<file path="src/rtl/lcd_pkg.sv">
// lcd_pkg: shared RGB888 type, colour-bar palette and default
// 480x272 panel timing for the RGB LCD path.
package lcd_pkg;

    localparam int CNT_W = 11;

    typedef logic [23:0] rgb_t;

    localparam rgb_t WHITE   = 24'hFFFFFF;
    localparam rgb_t YELLOW  = 24'hFFFF00;
    localparam rgb_t CYAN    = 24'h00FFFF;
    localparam rgb_t GREEN   = 24'h00FF00;
    localparam rgb_t MAGENTA = 24'hFF00FF;
    localparam rgb_t RED     = 24'hFF0000;
    localparam rgb_t BLUE    = 24'h0000FF;
    localparam rgb_t BLACK   = 24'h000000;

    localparam int H_SYNC_DEF  = 41;
    localparam int H_BACK_DEF  = 2;
    localparam int H_DISP_DEF  = 480;
    localparam int H_FRONT_DEF = 2;
    localparam int V_SYNC_DEF  = 10;
    localparam int V_BACK_DEF  = 2;
    localparam int V_DISP_DEF  = 272;
    localparam int V_FRONT_DEF = 2;

    function automatic rgb_t bar_color(input logic [2:0] idx);
        rgb_t c;
        unique case (idx)
            3'd0:    c = WHITE;
            3'd1:    c = YELLOW;
            3'd2:    c = CYAN;
            3'd3:    c = GREEN;
            3'd4:    c = MAGENTA;
            3'd5:    c = RED;
            3'd6:    c = BLUE;
            default: c = BLACK;
        endcase
        return c;
    endfunction

endpackage

</file>
<file path="src/rtl/lcd_colorbar.sv">
// lcd_colorbar: maps a requested column to one of eight vertical
// bars and registers the colour, matching the renderer's latency.
module lcd_colorbar
    import lcd_pkg::*;
#(
    parameter int H_DISP = H_DISP_DEF
)
(
    input  logic             lcd_pclk,
    input  logic             sys_rst_n,
    input  logic [CNT_W-1:0] i_xpos,
    output rgb_t             o_rgb
);

    // Tiny test panels narrower than 8 pixels still get a legal divisor
    localparam int BAR_W = ((H_DISP / 8) < 1) ? 1 : (H_DISP / 8);

    logic [CNT_W-1:0] w_idx_raw;
    logic [2:0]       w_idx;
    rgb_t             r_rgb;

    assign w_idx_raw = i_xpos / CNT_W'(BAR_W);
    assign w_idx     = (w_idx_raw > CNT_W'(7)) ? 3'd7 : w_idx_raw[2:0];

    always_ff @(posedge lcd_pclk or negedge sys_rst_n) begin
        if (!sys_rst_n) begin
            r_rgb <= BLACK;
        end else begin
            r_rgb <= bar_color(w_idx);
        end
    end

    assign o_rgb = r_rgb;

endmodule

</file>
<file path="src/rtl/lcd_timing_gen.sv">
// lcd_timing_gen: panel timing master producing HS/VS/DE, pixel
// request coordinates and the DE-aligned RGB bus.
module lcd_timing_gen
    import lcd_pkg::*;
#(
    parameter int H_SYNC  = H_SYNC_DEF,
    parameter int H_BACK  = H_BACK_DEF,
    parameter int H_DISP  = H_DISP_DEF,
    parameter int H_FRONT = H_FRONT_DEF,
    parameter int V_SYNC  = V_SYNC_DEF,
    parameter int V_BACK  = V_BACK_DEF,
    parameter int V_DISP  = V_DISP_DEF,
    parameter int V_FRONT = V_FRONT_DEF
)
(
    input  logic        lcd_pclk,
    input  logic        sys_rst_n,
    input  logic        test_mode,
    input  logic [23:0] pixel_data,
    output logic [10:0] pixel_xpos,
    output logic [10:0] pixel_ypos,
    output logic        lcd_hs,
    output logic        lcd_vs,
    output logic        lcd_de,
    output logic [23:0] lcd_rgb,
    output logic        frame_start
);

    localparam int H_TOTAL = H_SYNC + H_BACK + H_DISP + H_FRONT;
    localparam int V_TOTAL = V_SYNC + V_BACK + V_DISP + V_FRONT;

    if (H_TOTAL > 2047 || V_TOTAL > 2047 || H_BACK < 2 || H_FRONT < 1)
    begin : g_param_chk
        $error("lcd_timing_gen: illegal timing parameters");
    end

    localparam logic [10:0] C_H_LAST  = 11'(H_TOTAL - 1);
    localparam logic [10:0] C_H_SYNC  = 11'(H_SYNC);
    localparam logic [10:0] C_H_ACT   = 11'(H_SYNC + H_BACK);
    localparam logic [10:0] C_H_END   = 11'(H_SYNC + H_BACK + H_DISP);
    localparam logic [10:0] C_H_REQ   = 11'(H_SYNC + H_BACK - 2);
    localparam logic [10:0] C_H_REQE  = 11'(H_SYNC + H_BACK + H_DISP - 2);
    localparam logic [10:0] C_V_LAST  = 11'(V_TOTAL - 1);
    localparam logic [10:0] C_V_SYNC  = 11'(V_SYNC);
    localparam logic [10:0] C_V_ACT   = 11'(V_SYNC + V_BACK);
    localparam logic [10:0] C_V_END   = 11'(V_SYNC + V_BACK + V_DISP);

    logic [10:0] r_h_cnt;
    logic [10:0] r_v_cnt;
    logic        r_test_q;
    logic        r_hs;
    logic        r_vs;
    logic        r_de;
    logic        r_fs;
    rgb_t        r_rgb;

    logic        w_h_wrap;
    logic [10:0] w_h_nxt;
    logic [10:0] w_v_nxt;
    logic        w_frame_nxt;
    logic        w_de_nxt;
    logic        w_req;
    rgb_t        w_bar_rgb;
    rgb_t        w_src;

    always_comb begin
        w_h_wrap = (r_h_cnt == C_H_LAST);
        w_h_nxt  = w_h_wrap ? 11'd0 : r_h_cnt + 11'd1;
        w_v_nxt  = r_v_cnt;
        if (w_h_wrap) begin
            w_v_nxt = (r_v_cnt == C_V_LAST) ? 11'd0 : r_v_cnt + 11'd1;
        end
        w_frame_nxt = (w_h_nxt == 11'd0) && (w_v_nxt == 11'd0);
        w_de_nxt    = (w_h_nxt >= C_H_ACT) && (w_h_nxt < C_H_END) &&
                      (w_v_nxt >= C_V_ACT) && (w_v_nxt < C_V_END);
    end

    // Request runs two cycles ahead of DE to cover the renderer register
    // plus our own output register.
    assign w_req = (r_v_cnt >= C_V_ACT) && (r_v_cnt < C_V_END) &&
                   (r_h_cnt >= C_H_REQ) && (r_h_cnt < C_H_REQE);

    assign pixel_xpos = w_req ? (r_h_cnt - C_H_REQ) : 11'd0;
    assign pixel_ypos = w_req ? (r_v_cnt - C_V_ACT) : 11'd0;

    lcd_colorbar #(
        .H_DISP (H_DISP)
    ) u_colorbar (
        .lcd_pclk  (lcd_pclk),
        .sys_rst_n (sys_rst_n),
        .i_xpos    (pixel_xpos),
        .o_rgb     (w_bar_rgb)
    );

    assign w_src = r_test_q ? w_bar_rgb : pixel_data;

    always_ff @(posedge lcd_pclk or negedge sys_rst_n) begin
        if (!sys_rst_n) begin
            r_h_cnt  <= '0;
            r_v_cnt  <= '0;
            r_test_q <= 1'b0;
            r_hs     <= 1'b1;
            r_vs     <= 1'b1;
            r_de     <= 1'b0;
            r_fs     <= 1'b0;
            r_rgb    <= BLACK;
        end else begin
            r_h_cnt <= w_h_nxt;
            r_v_cnt <= w_v_nxt;
            r_hs    <= (w_h_nxt >= C_H_SYNC);
            r_vs    <= (w_v_nxt >= C_V_SYNC);
            r_de    <= w_de_nxt;
            r_fs    <= w_frame_nxt;
            r_rgb   <= w_de_nxt ? w_src : BLACK;
            // Mode only changes on a frame boundary so bars never tear
            if (w_frame_nxt) begin
                r_test_q <= test_mode;
            end
        end
    end

    assign lcd_hs      = r_hs;
    assign lcd_vs      = r_vs;
    assign lcd_de      = r_de;
    assign lcd_rgb     = r_rgb;
    assign frame_start = r_fs;

endmodule

</file>
<file path="config.mk">
export PLATFORM = sky130hd
export DESIGN_NAME = lcd_timing_gen
export DESIGN_NICKNAME = d
export VERILOG_FILES = /design/src/rtl/lcd_pkg.sv /design/src/rtl/lcd_colorbar.sv /design/src/rtl/lcd_timing_gen.sv
export SDC_FILE = /design/constraint.sdc
export NUM_CORES = 1
export LEC_CHECK = 0
export BUFFER_PORTS_ARGS = -buffer_cell sky130_fd_sc_hd__buf_2
export CAP_MARGIN = 15
export CORE_MARGIN = 2
export CORE_UTILIZATION = 35
export CTS_BUF_LIST = sky130_fd_sc_hd__clkbuf_4
export DETAILED_ROUTE_END_ITERATION = 7
export PLACE_DENSITY = 0.63
export SETUP_SLACK_MARGIN = 0.2
export SYNTH_ARGS = -nofsm -noshare
export SYNTH_HDL_FRONTEND = slang
export SYNTH_HIERARCHICAL = 1
export SYNTH_SLANG_ARGS = --single-unit
</file>
<file path="constraint.sdc">
create_clock -name lcd_pclk -period 4.6 [get_ports lcd_pclk]
set_input_delay 0.92 -clock lcd_pclk [delete_from_list [all_inputs] [get_ports lcd_pclk]]
set_output_delay 0.92 -clock lcd_pclk [all_outputs]
set_load 0.05 [all_outputs]
</file>
# Word level (Yosys, flattened, before mapping)
# Index checks and enable logic that the tools add are counted.
# word_totals
ff_bits,75
output_inout_bits,50
word_cells,52
# classes
n_addsub,4
n_div,1
order_cmp,11
eq_ne,8
muxes,9
reduce_logical,10
# op_table
operator,n
$pmux 24 s7,1
$mux 11,5
$mux 24,2
$ge 11x4->1 const B,3
$ge 11x6->1 const B,3
$add 11x1->11 const B,2
$logic_not 11->1,2
$lt 11x10->1 const B,2
$lt 11x9->1 const B,2
$div 11x6->11 const B,1
$eq 11x10->1 const B,1
$eq 11x9->1 const B,1
$gt 11x3->1 const B,1
$sub 11x4->11 const B,1
$sub 11x6->11 const B,1
$eq 3x3->1 const B,3
$logic_and 1x1->1,7
$eq 3x2->1 const B,2
$eq 3x1->1 const B,1
$logic_not 3->1,1
$mux 3,1

# Longest topological paths before layout
# Gate-level depths: netlist (run 1).
# logic_depth
word_depth,10
depth_mapped,18
mapped_depth_nobuf,14

# By module
# Netlist (run 1), hierarchy kept.
# by_module_without_submodules
module,instances,cells_each,area_each_um2,seq_area_each_um2
lcd_timing_gen,1,381,3328.2,1278.7
lcd_colorbar,1,92,728.2,75.1

# Worst setup path before layout (run 1)
# Ideal clock, no wire load.
# synth_timing
kind,reg2reg
start,register r_h_cnt[3]
end,"register u_colorbar.r_rgb[7], in the netlist u_colorbar/o_rgb[7]"
arrival_time_ns,4.039
required_ns,4.410
slack_ns,0.371
stages_incl_launch_ff,19
period_less_slack_ns,4.229
path_cell_list,dfrtp_1 clkbuf_1 buf_1 o31a_1 nor2_1 o21ai_0 a21oi_1 o21ai_0 nand4b_1 clkbuf_1 nor2_1 buf_4 nand2_1 a31o_1 and2_1 buf_2 a31o_1 o41ai_1 a311oi_1
# synth_between
elab_chain_len,9
# synth_lines
item,line_no,source
start: declaration,lcd_timing_gen.sv:48,logic [10:0] r_h_cnt;
start signal: assignment,lcd_timing_gen.sv:108,r_h_cnt <= w_h_nxt;
$ge 11x6->1,lcd_timing_gen.sv:81,(r_h_cnt >= C_H_REQ) && (r_h_cnt < C_H_REQE);
$logic_and 1x1->1,lcd_timing_gen.sv:80,assign w_req = (r_v_cnt >= C_V_ACT) && (r_v_cnt < C_V_END) &&
$logic_and 1x1->1,lcd_timing_gen.sv:81,
$mux 11 (*),lcd_timing_gen.sv:83,assign pixel_xpos = w_req ? (r_h_cnt - C_H_REQ) : 11'd0;
named net pixel_xpos[5],lcd_timing_gen.sv:20,"output logic [10:0] pixel_xpos,"
$div 11x6->11 (*),lcd_colorbar.sv:22,assign w_idx_raw = i_xpos / CNT_W'(BAR_W);
$gt 11x3->1,lcd_colorbar.sv:23,assign w_idx = (w_idx_raw > CNT_W'(7)) ? 3'd7 : w_idx_raw[2:0];
$mux 3 (*),lcd_colorbar.sv:23,
$eq 3x3->1 (tied with other cells),lcd_pkg.sv:29,unique case (idx)
$pmux 24 s7 (*),lcd_pkg.sv:29,
end signal: assignment,lcd_colorbar.sv:29,r_rgb <= bar_color(w_idx);
end: declaration,lcd_colorbar.sv:20,rgb_t r_rgb;
# Mark *: on every way through the listed nets, which the timed path passes. The rest lies on a longest branch.
# A chain may end at the register's enable or synchronous reset.

# Worst setup path in the final report (run 1)
# layout_timing
start,register r_v_cnt[3]
end,output port pixel_xpos[6]
# layout_between
elab_chain_len,5
# layout_lines
item,line_no,source
start: declaration,lcd_timing_gen.sv:49,logic [10:0] r_v_cnt;
start signal: assignment,lcd_timing_gen.sv:109,r_v_cnt <= w_v_nxt;
$ge 11x4->1 or $lt 11x9->1 (tied branches),lcd_timing_gen.sv:80,
$logic_and 1x1->1 (*) (2 in series),lcd_timing_gen.sv:80,
$logic_and 1x1->1 (*),lcd_timing_gen.sv:81,
$mux 11 (*),lcd_timing_gen.sv:83,
end: declaration,lcd_timing_gen.sv:20,
# Every way passes the cells marked *; elsewhere a longest branch is shown, timed or not.

==> results of run 1 <==
final cells by class:
type	count	area, µm²	share of cell area
inverters	19	71.3	0.0162
diodes	1	2.50	0.000569
clock inverters	3	20.0	0.00455
clock buffers	5	37.5	0.00854
flip-flops and latches	54	1350	0.308
multi-input cells	339	2270	0.516
well taps	143	179	0.0407
repair buffers	86	463	0.105
through the flow:
| stage | total power [mW] | instance area (µm²) | std cells |
|---|---|---|---|
| 2_1_floorplan | 0.490 | 4060 | 473 |
| 3_5_place_dp | 0.512 | 4320 | 640 |
| 3_3_place_gp | 0.511 | 4320 | 640 |
| 4_1_cts | 0.736 | 4370 | 648 |
| 5_1_grt | 0.758 | 4400 | 650 |
| 6_report | 0.722 | 4400 | 650 |
cells by family (layout without fill, tap and decap cells):
family,count (synthesis),count (layout),share of synthesized area
buffers and inverters,80,113,0.108
AND/OR/NAND/NOR,184,184,0.235
flip-flops,54,54,0.334
XOR/XNOR,29,29,0.0626
multiplexers,31,31,0.0768
other,0,1,0
adder cells (fa/ha/maj),11,11,0.0336
AO/OA/AOI/OAI,84,84,0.150
cells in the mapped netlist, types with 3 or more instances:
cell | instances | area share
a211oi_1 | 4 | 0.0074
a21oi_1 | 15 | 0.019
a311oi_1 | 3 | 0.0065
a31oi_1 | 3 | 0.0046
and2_1 | 4 | 0.0062
and3_1 | 8 | 0.012
and4_1 | 3 | 0.0065
buf_1 | 4 | 0.0037
buf_2 | 6 | 0.0074
buf_4 | 25 | 0.046
buf_6 | 5 | 0.014
clkbuf_1 | 21 | 0.019
dfrtp_1 | 52 | 0.32
ha_1 | 10 | 0.031
inv_1 | 19 | 0.018
mux2i_1 | 30 | 0.074
nand2_1 | 28 | 0.026
nand2b_1 | 6 | 0.0093
nand3_1 | 21 | 0.026
nand3b_1 | 5 | 0.0093
nand4_1 | 4 | 0.0062
nor2_1 | 61 | 0.056
nor3_1 | 10 | 0.012
nor4_1 | 8 | 0.012
o21ai_0 | 17 | 0.021
o2bb2ai_1 | 3 | 0.0065
o31a_1 | 3 | 0.0065
o41ai_1 | 4 | 0.0086
or3_1 | 6 | 0.0093
or4_1 | 3 | 0.0056
xnor2_1 | 19 | 0.041
xor2_1 | 10 | 0.022
worst max-delay path, stage by stage (launching register included):
cell,delay [ps]
dfrtp_1,590
ha_1,380
nand3_1,120
a32oi_1,280
nand4b_1,270
nor2_1,720
buf_2,400
worst paths after layout:
check	startpoint	endpoint	slack, ps	cells past startpoint
min in group asynchronous	sys_rst_n	u_colorbar/o_rgb[15]	640	2
worst max register to register	r_v_cnt[3]	u_colorbar/o_rgb[7]	650	11
worst max-delay path	r_v_cnt[3]	pixel_xpos[6]	540	6
worst min register to register	r_v_cnt[10]	r_v_cnt[10]	590	1
worst min-delay path	r_v_cnt[10]	r_v_cnt[10]	590	1
max in group asynchronous	sys_rst_n	lcd_de	3500	2
state kept, by name, summed over array words and instances (netlist names):
register          flops
frame_start           1
lcd_de                1
lcd_hs                1
lcd_rgb              24
lcd_vs                1
r_h_cnt              11
r_test_q              1
r_v_cnt              11
u_colorbar/o_rgb      3
layer usage:
metal	vias up	routed length, µm	share of wire
li1	1711	-	-
met1	1655	4350	0.47
met2	113	4260	0.46
met3	10	551	0.059
met4	0	115	0.012
met5	-	0	0
power by group through the flow:
stage / clock, mW / combinational [mW] / sequential [mW]
CTS: 0.232 / 0.0282 / 0.475
detailed placement: 0 / 0.0279 / 0.484
global placement: 0 / 0.0277 / 0.484
finish: 0.220 / 0.0270 / 0.475
floorplan: 0 / 0.00588 / 0.484
global route: 0.251 / 0.0309 / 0.475
==> impl_metrics.tcl, run 1 <==
set metrics [dict create \
    outcome "finished clean" \
    grtUsageMet2 0.236 \
    root_buffer "clkbuf_4" \
    rows 39 \
    final.setup.tns_ps 0 \
    crit_required_ps 3680 \
    crit_type "flop to output port" \
    drtAntennaViolNets 0 \
    endpoint_kind "output port" \
    leakage_nw 2.02 \
    post-cts-setup-buffers 0 \
    cts_resized 0 \
    grt_pass1_wl_mm 15.3 \
    core_area_um2 11400 \
    grt_max_degree 55 \
    finClkSkew_ps 20.2 \
    cts_buffers 5 \
    drive_above_1_share 0.219 \
    startpoint_type "flop" \
    dpl_worst_slack_ps 723 \
    clock_power_share 0.305 \
    gp_congestion 0.891 \
    ys.flop_type "dfrtp_1" \
    clock_path_buffers 2 \
    finalHoldViolCount 0 \
    dieHeight_um 112 \
    final_util 0.387 \
    p_comb_frac 0.037 \
    fin_crit_ps 4060 \
    ctsHoldBuffers 0 \
    cts.sinks 54 \
    htreeDepth 2 \
    synth_fp_nets 510 \
    ys_seq_elements 54 \
    final_cell_mix "buf_2 (76), nor2_1 (61), dfrtp_1 (52), mux2i_1 (30), nand2_1 (28)" \
    p_per_area_nw_per_um2 164 \
    use_met3 0.0283 \
    synth_cells 473 \
    synthesis.area_um2 4060 \
    async_flop_share 1.00 \
    vias 3489 \
    grt_pass1_vias 3145 \
    whs_ps 585 \
    fin_crit_sh 0.883 \
    grt_antenna_before_repair 1 \
    clkLatencyLatePin_ps 380 \
    worst_slack_ps 539 \
    synth-seq-area-share 0.334 \
    worst-path-max-fanout 13 \
    drtIter0Drc 230 \
    hold_class "flop to flop" \
    grt_usage 0.147 \
    ir_drop_mv 0.0918 \
    worst_pin_slew_ps 815 \
    grt_use_met1 0.205 \
    yosysWarnings 6 \
    cts_tree "yes" \
    drt_pass1_iterations 5 \
    place_hpwl_mm 6.80 \
    cp_data_arrival_time_ps 3140 \
    portBuffers 76 \
    area_growth_pct 8.36 \
    p_int_uw 547 \
    start_util 0.357 \
    via_per_inst 5.37 \
    clk_pin_slew_ps 160 \
    power.switching_uw 175 \
    io_pins 77 \
    maxCapViolCount 0 \
    rsz0062_at_grt "no" \
    synth_edf_count 0 \
    p_seq_frac 0.658 \
    ys_types 68 \
    fillCellCount 1159 \
    drt-total-wl_mm 9.28 \
    fmax_mhz 246 \
    finalSetupViolations 0 \
    fin_nets 542 \
    drc 0 \
    max-slew-margin-rel 0.455 \
    drv_slew 0 \
    fp.dieW_um 112 \
    die_area_um2 12500 \
    grt_overflow 0 \
    grt_busiest_layer "met2" \
    layout_commonest_cell "buf_2" \
    swShare 0.242 \
    routedWlPerCell_um 14.3 \
    synth_area_per_cell_um2 8.58 \
]
Power figures use the tool's default switching activity.
==> inputs of run 2 (changes only) <==
--- a/config.mk
+++ b/config.mk
@@ -12,6 +12,7 @@
 export CTS_BUF_LIST = sky130_fd_sc_hd__clkbuf_4
 export DETAILED_ROUTE_END_ITERATION = 7
 export PLACE_DENSITY = 0.63
+export REMOVE_ABC_BUFFERS = 1
 export SETUP_SLACK_MARGIN = 0.2
 export SYNTH_ARGS = -nofsm -noshare
 export SYNTH_HDL_FRONTEND = slang
==> run 2 against run 1 <==
  * Clock skew fell by 1.6 ps
  * Sequential power barely moved
  * Combinational power barely moved
  * Critical endpoint is now pixel_xpos[8]
  * Highest routed layer unchanged
==> impl_metrics.tcl, run 2 (synthesized netlist as in run 1, its figures left out) <==
set metrics [dict create \
    outcome "finished clean" \
    maxCapViolCount 0 \
    p_per_area_nw_per_um2 174 \
    grt_max_degree 55 \
    fin_crit_sh 0.896 \
    finalHoldViolCount 0 \
    core_area_um2 11400 \
    place_hpwl_mm 6.88 \
    ir_drop_mv 0.108 \
    drc 0 \
    cts_buffers 5 \
    crit_cells 7 \
    dp.cells 639 \
    fin_nets 541 \
    fp.dieW_um 112 \
    via_per_inst 5.35 \
    slowest_delay_ps 570 \
    rsz0062_at_grt "no" \
    area_growth_pct 9.04 \
    clock_path_buffers 2 \
    worst-path-max-fanout 21 \
    rr_worst_depth 11 \
    cts.sinks 54 \
    finalSetupViolations 0 \
    drt-total-wl_mm 9.49 \
    fillCellCount 1165 \
    startpoint_type "flop" \
    grt_pass1_wl_mm 15.8 \
    leakage_nw 2.03 \
    clk_pin_slew_ps 160 \
    crit_required_ps 3680 \
    drtAntennaViolNets 0 \
    worst_pin_slew_ps 798 \
    vias 3473 \
    worst-path-buf-inv 2 \
    drv_slew 0 \
    crit_slowest_cell "dfrtp_1" \
    htreeDepth 2 \
    grt_antenna_before_repair 1 \
    hold_depth 1 \
    dieHeight_um 112 \
    fmax_mhz 243 \
    path_cells "ha_1 -> nand3_1 -> a32oi_1 -> nand4b_1 -> buf_4 -> nor2_1 -> buf_2" \
    clkLatencyLatePin_ps 380 \
    largest_reg_flops 24 \
    multiInputGateArea_um2 2270 \
    crit_family "simple AND/OR/NAND/NOR gates" \
    gp_congestion 0.875 \
    io_pins 77 \
    rows 39 \
    drtIter0Drc 251 \
    hold_class "flop to flop" \
    endpoint_kind "output port" \
    final.setup.tns_ps 0 \
    cts_tree "yes" \
    crit_type "flop to output port" \
    finClkSkew_ps 18.6 \
    grt_pass1_vias 3245 \
    seqCellArea_um2 1350 \
    whs_ps 599 \
    cp_data_arrival_time_ps 3200 \
    max-slew-margin-rel 0.466 \
    root_buffer "clkbuf_4" \
    drt_pass1_iterations 5 \
    fin_crit_ps 4120 \
    die_area_um2 12500 \
    final_cell_mix "buf_2 (76), nor2_1 (60), dfrtp_1 (52), mux2i_1 (30), nand2_1 (28)" \
    portBuffers 76 \
    grt_overflow 0 \
    grt_usage 0.151 \
    layout_commonest_cell "buf_2" \
    routedWlPerCell_um 14.6 \
    fin_cells 649 \
    start_util 0.357 \
    drive_above_1_share 0.220 \
]
run 2: metrics by stage:
step / worst slack (ps) / power [mW] / utilization / cell area (µm²)
finish: 477 / 0.769 / 0.389 / 4420
detailed placement: 753 / 0.512 / 0.379 / 4310
global route: 222 / 0.805 / 0.389 / 4420
floorplan: -36.1 / 0.490 / - / 3690
global placement: 863 / 0.511 / 0.379 / 4310
CTS: 509 / 0.783 / 0.386 / 4390
run 2: layer usage:
metal / vias up / share of wire / wire length, µm / track usage
met5: - / 0 / 0 / 0
met4: 0 / 0.025 / 236 / 0.0519
met3: 16 / 0.061 / 576 / 0.0267
met2: 111 / 0.45 / 4290 / 0.232
met1: 1650 / 0.46 / 4390 / 0.214
li1: 1696 / - / - / -
run 2: worst register-to-register path, stage by stage, from the launching register on:
cell and delay, ps:
dfrtp_1 570, ha_1 400, nand3_1 140, a32oi_1 340, nand4b_1 180, nor2_1 660, nand3_1 300, o32ai_2 390
o221a_1 250, a211oi_1 70, or2_1 270, a311oi_1 250
run 2: layout make-up:
cell class | instances | share of cell area
clock buffer | 6 | 0.0102
multi-input combinational | 339 | 0.512
sequential | 54 | 0.306
tap | 143 | 0.0405
clock inverter | 2 | 0.00849
antenna | 1 | 0.000566
inverter | 19 | 0.0161
timing repair buffer | 85 | 0.106
run 2: repair_timing:
item                                    4_1_cts  5_1_grt
endpoints found under the setup margin        0        1
gates resized for setup                       0        1
buffers inserted                              0        0
hold buffers                                  0        0
run 2: power breakdown:
group	total (mW)	switching [mW]	internal, mW	leakage (nW)
Combinational	0.0269	0.0151	0.0118	1.27
Clock	0.267	0.147	0.121	0.0419
Sequential	0.475	0	0.475	0.718
run 2: final timing paths:
kind                                             to  slack, ps         from
worst max-delay path                  pixel_xpos[8]        480   r_v_cnt[2]
worst min-delay path                    r_v_cnt[10]        600  r_v_cnt[10]
worst max register to register  u_colorbar/o_rgb[7]        690   r_v_cnt[2]
worst min register to register          r_v_cnt[10]        600  r_v_cnt[10]
max in group asynchronous                r_h_cnt[8]       3490    sys_rst_n
min in group asynchronous                r_v_cnt[8]        650    sys_rst_n
==> inputs of run 3 (changes only) <==
--- a/config.mk
+++ b/config.mk
@@ -16,5 +16,4 @@
 export SETUP_SLACK_MARGIN = 0.2
 export SYNTH_ARGS = -nofsm -noshare
 export SYNTH_HDL_FRONTEND = slang
-export SYNTH_HIERARCHICAL = 1
 export SYNTH_SLANG_ARGS = --single-unit
==> run 3 against run 2 <==
  * Die area decreased by 11%
  * Largest power group unchanged
  * Count of clock-buffer cells in the layout is 1 lower
  * Highest routed layer unchanged
  * Cell count decreased by 5.4%
  * Global-route usage increased by 1.8 points
  * Core utilization up 1.7 points
  * Critical path depth is 1 lower
  * Power fell by 5.2%
  * Flip-flop and latch count unchanged
==> impl_metrics.tcl, run 3 <==
set metrics [dict create \
    slowest_delay_ps 740 \
    place_hpwl_mm 6.93 \
    layout_commonest_cell "buf_2" \
    finClkSkew_ps 21.3 \
    fin_crit_sh 0.901 \
    grt_pass1_vias 3178 \
    portBuffers 76 \
    post-cts-setup-buffers 0 \
    drtIter0Drc 170 \
    top_layer "met4" \
    finalHoldViolCount 0 \
    multiInputGateArea_um2 2060 \
    fillCellCount 1031 \
    final_util 0.406 \
    worst-path-max-fanout 30 \
    vias 3354 \
    finalSetupViolations 0 \
    via_per_inst 5.46 \
    whs_ps 596 \
    endpoint_kind "output port" \
    cts.sinks 54 \
    grt_pass1_wl_mm 15.5 \
    synth_area_leader_cell "dfrtp_1" \
    root_buffer "clkbuf_4" \
    start_util 0.355 \
    synth_edf_count 0 \
    synth_common_cells "dfrtp_1 (52), nor2_1 (40), a21oi_1 (35), nand2_1 (26), clkbuf_1 (23)" \
    rsz0062_at_grt "no" \
    dieHeight_um 105 \
    netlist.area_leader.share 0.361 \
    final.setup.tns_ps 0 \
    clkLatencyLatePin_ps 390 \
    cp_data_arrival_time_ps 3220 \
    core_area_um2 10100 \
    power.switching_uw 176 \
    yosysMostFrequentCell "dfrtp_1" \
    fin_crit_ps 4140 \
    area_growth_pct 14.2 \
    met1_length_mm 4.11 \
    largest_reg_flops 24 \
    postPlaceCellArea_um2 4040 \
    synth_area_leaders "dfrtp_1 (36%), a21oi_1 (4.9%), nor2_1 (4.2%)" \
    swShare 0.242 \
    rows 37 \
    max-slew-margin-rel 0.527 \
    routedWlPerCell_um 15.0 \
    wl_met3_um 512 \
    p_comb_frac 0.039 \
    clock_path_buffers 2 \
    clock_power_share 0.310 \
    clk_pin_slew_ps 170 \
    die_area_um2 11100 \
    drive_above_1_share 0.256 \
    fin_nets 510 \
    outcome "finished clean" \
    ys_seq_elements 54 \
    drt-total-wl_mm 9.18 \
    startpoint_type "flop" \
    htreeDepth 2 \
    crit_required_ps 3680 \
    cts_tree "yes" \
    ys_types 64 \
    p_int_uw 553 \
    dp.cells 605 \
    routed-wl-met2_mm 4.44 \
    grt_antenna_before_repair 0 \
    synth-seq-area-share 0.376 \
    p_seq_frac 0.651 \
    yosysWarnings 0 \
    ys.flop_type "dfrtp_1" \
    crit_slowest_cell "or3_2" \
    hold_class "flop to flop" \
    grt_max_degree 55 \
    leakage_nw 1.93 \
    maxCapViolCount 0 \
    gp_congestion 0.886 \
    fmax_mhz 241 \
    drc 0 \
    p_per_area_nw_per_um2 177 \
    seqCellArea_um2 1350 \
    synth_area_per_cell_um2 8.56 \
    io_pins 77 \
    stdcell_area_um2 4110 \
    synthesis.area_um2 3600 \
    async_flop_share 1.00 \
    synth_cells 421 \
    cts_buffers 5 \
    drv_slew 0 \
    grt_usage 0.169 \
    fp.dieW_um 105 \
    drt_pass1_iterations 4 \
    final_cell_mix "buf_2 (76), dfrtp_1 (52), nor2_1 (40), a21oi_1 (35), nand2_1 (26)" \
    worst_pin_slew_ps 700 \
    fin_cells 614 \
    ir_drop_mv 0.107 \
    crit_type "flop to output port" \
    grt_overflow 0 \
    drtAntennaViolNets 0 \
    path_cells "nor4_4 -> a32oi_1 -> a211o_1 -> or3_2 -> nor2_1 -> buf_2" \
]
-- run 3: cell count changes after synthesis, moves of 4 or more --
cell	before	now
buf_4	25	0
xor2_1	10	14
nand3_1	21	12
nor2b_1	0	4
buf_2	6	1
inv_1	19	14
and3_1	8	3
a21oi_1	15	35
nand3b_1	5	0
nor2_1	61	40
nor3_1	10	17
nor2_2	0	19
mux2i_1	30	0
-- run 3: critical path, delay by kind of cell, from the launching register on --
| family | cells | cell delay [ps] |
|---|---|---|
| compound gates | 2 | 470 |
| buf+inv | 1 | 280 |
| flops | 1 | 610 |
| simple gates | 3 | 1470 |
-- run 3: through the flow --
| step | worst slack [ps] | power (mW) |
|---|---|---|
| 2_1_floorplan | 304 | 0.492 |
| 3_3_place_gp | 880 | 0.513 |
| 3_5_place_dp | 831 | 0.513 |
| 4_1_cts | 382 | 0.744 |
| 5_1_grt | 208 | 0.765 |
| 6_report | 455 | 0.729 |
-- run 3: logic make-up (layout without fill, tap and decap cells) --
logic type	after synthesis	count (layout)	share of synthesized area
AND/OR/NAND/NOR	173	173	0.263
other	0	1	0
buffers and inverters	46	102	0.0524
adder cells (fa/ha/maj)	7	7	0.0243
flip-flops	54	54	0.376
XOR/XNOR	31	31	0.0754
multiplexers	3	3	0.00938
AO/OA/AOI/OAI	107	107	0.200
-- run 3: final timing paths --
check	cells past startpoint	from	slack, ps	end
worst min-delay path	1	r_test_q	600	r_test_q
max in group asynchronous	2	sys_rst_n	3520	r_h_cnt[4]
worst min register to register	1	r_test_q	600	r_test_q
min in group asynchronous	2	sys_rst_n	630	r_h_cnt[6]
worst max register to register	9	r_h_cnt[4]	1100	lcd_rgb[10]
worst max-delay path	6	r_h_cnt[4]	460	pixel_xpos[10]
-- run 3: area by class of cell --
type / instances / area share
repair buffers: 79 / 0.0980
inverters: 15 / 0.0137
multi-input cells: 321 / 0.501
clock inverters: 3 / 0.00700
flip-flops and latches: 54 / 0.329
diodes: 1 / 0.000608
clock buffers: 5 / 0.00913
well taps: 136 / 0.0414
-- run 3: metal layers --
| metal | global-route usage | vias to the layer above |
|---|---|---|
| li1 | - | 1632 |
| met1 | 0.223 | 1596 |
| met2 | 0.292 | 112 |
| met3 | 0.0266 | 14 |
| met4 | 0.0371 | 0 |
| met5 | 0 | - |
-- run 3: power groups by stage --
stage	Clock, mW	Sequential, mW	Combinational, mW
after floorplan	0	0.484	0.00787
after global placement	0	0.484	0.0291
after detailed placement	0	0.484	0.0292
after CTS	0.240	0.475	0.0293
after global routing	0.257	0.475	0.0329
final	0.226	0.475	0.0283
-- run 3: what timing repair did --
action                                  in CTS  in global routing
endpoints found under the setup margin       0                 21
gates resized for setup                      0                  1
hold buffers                                 0                  0
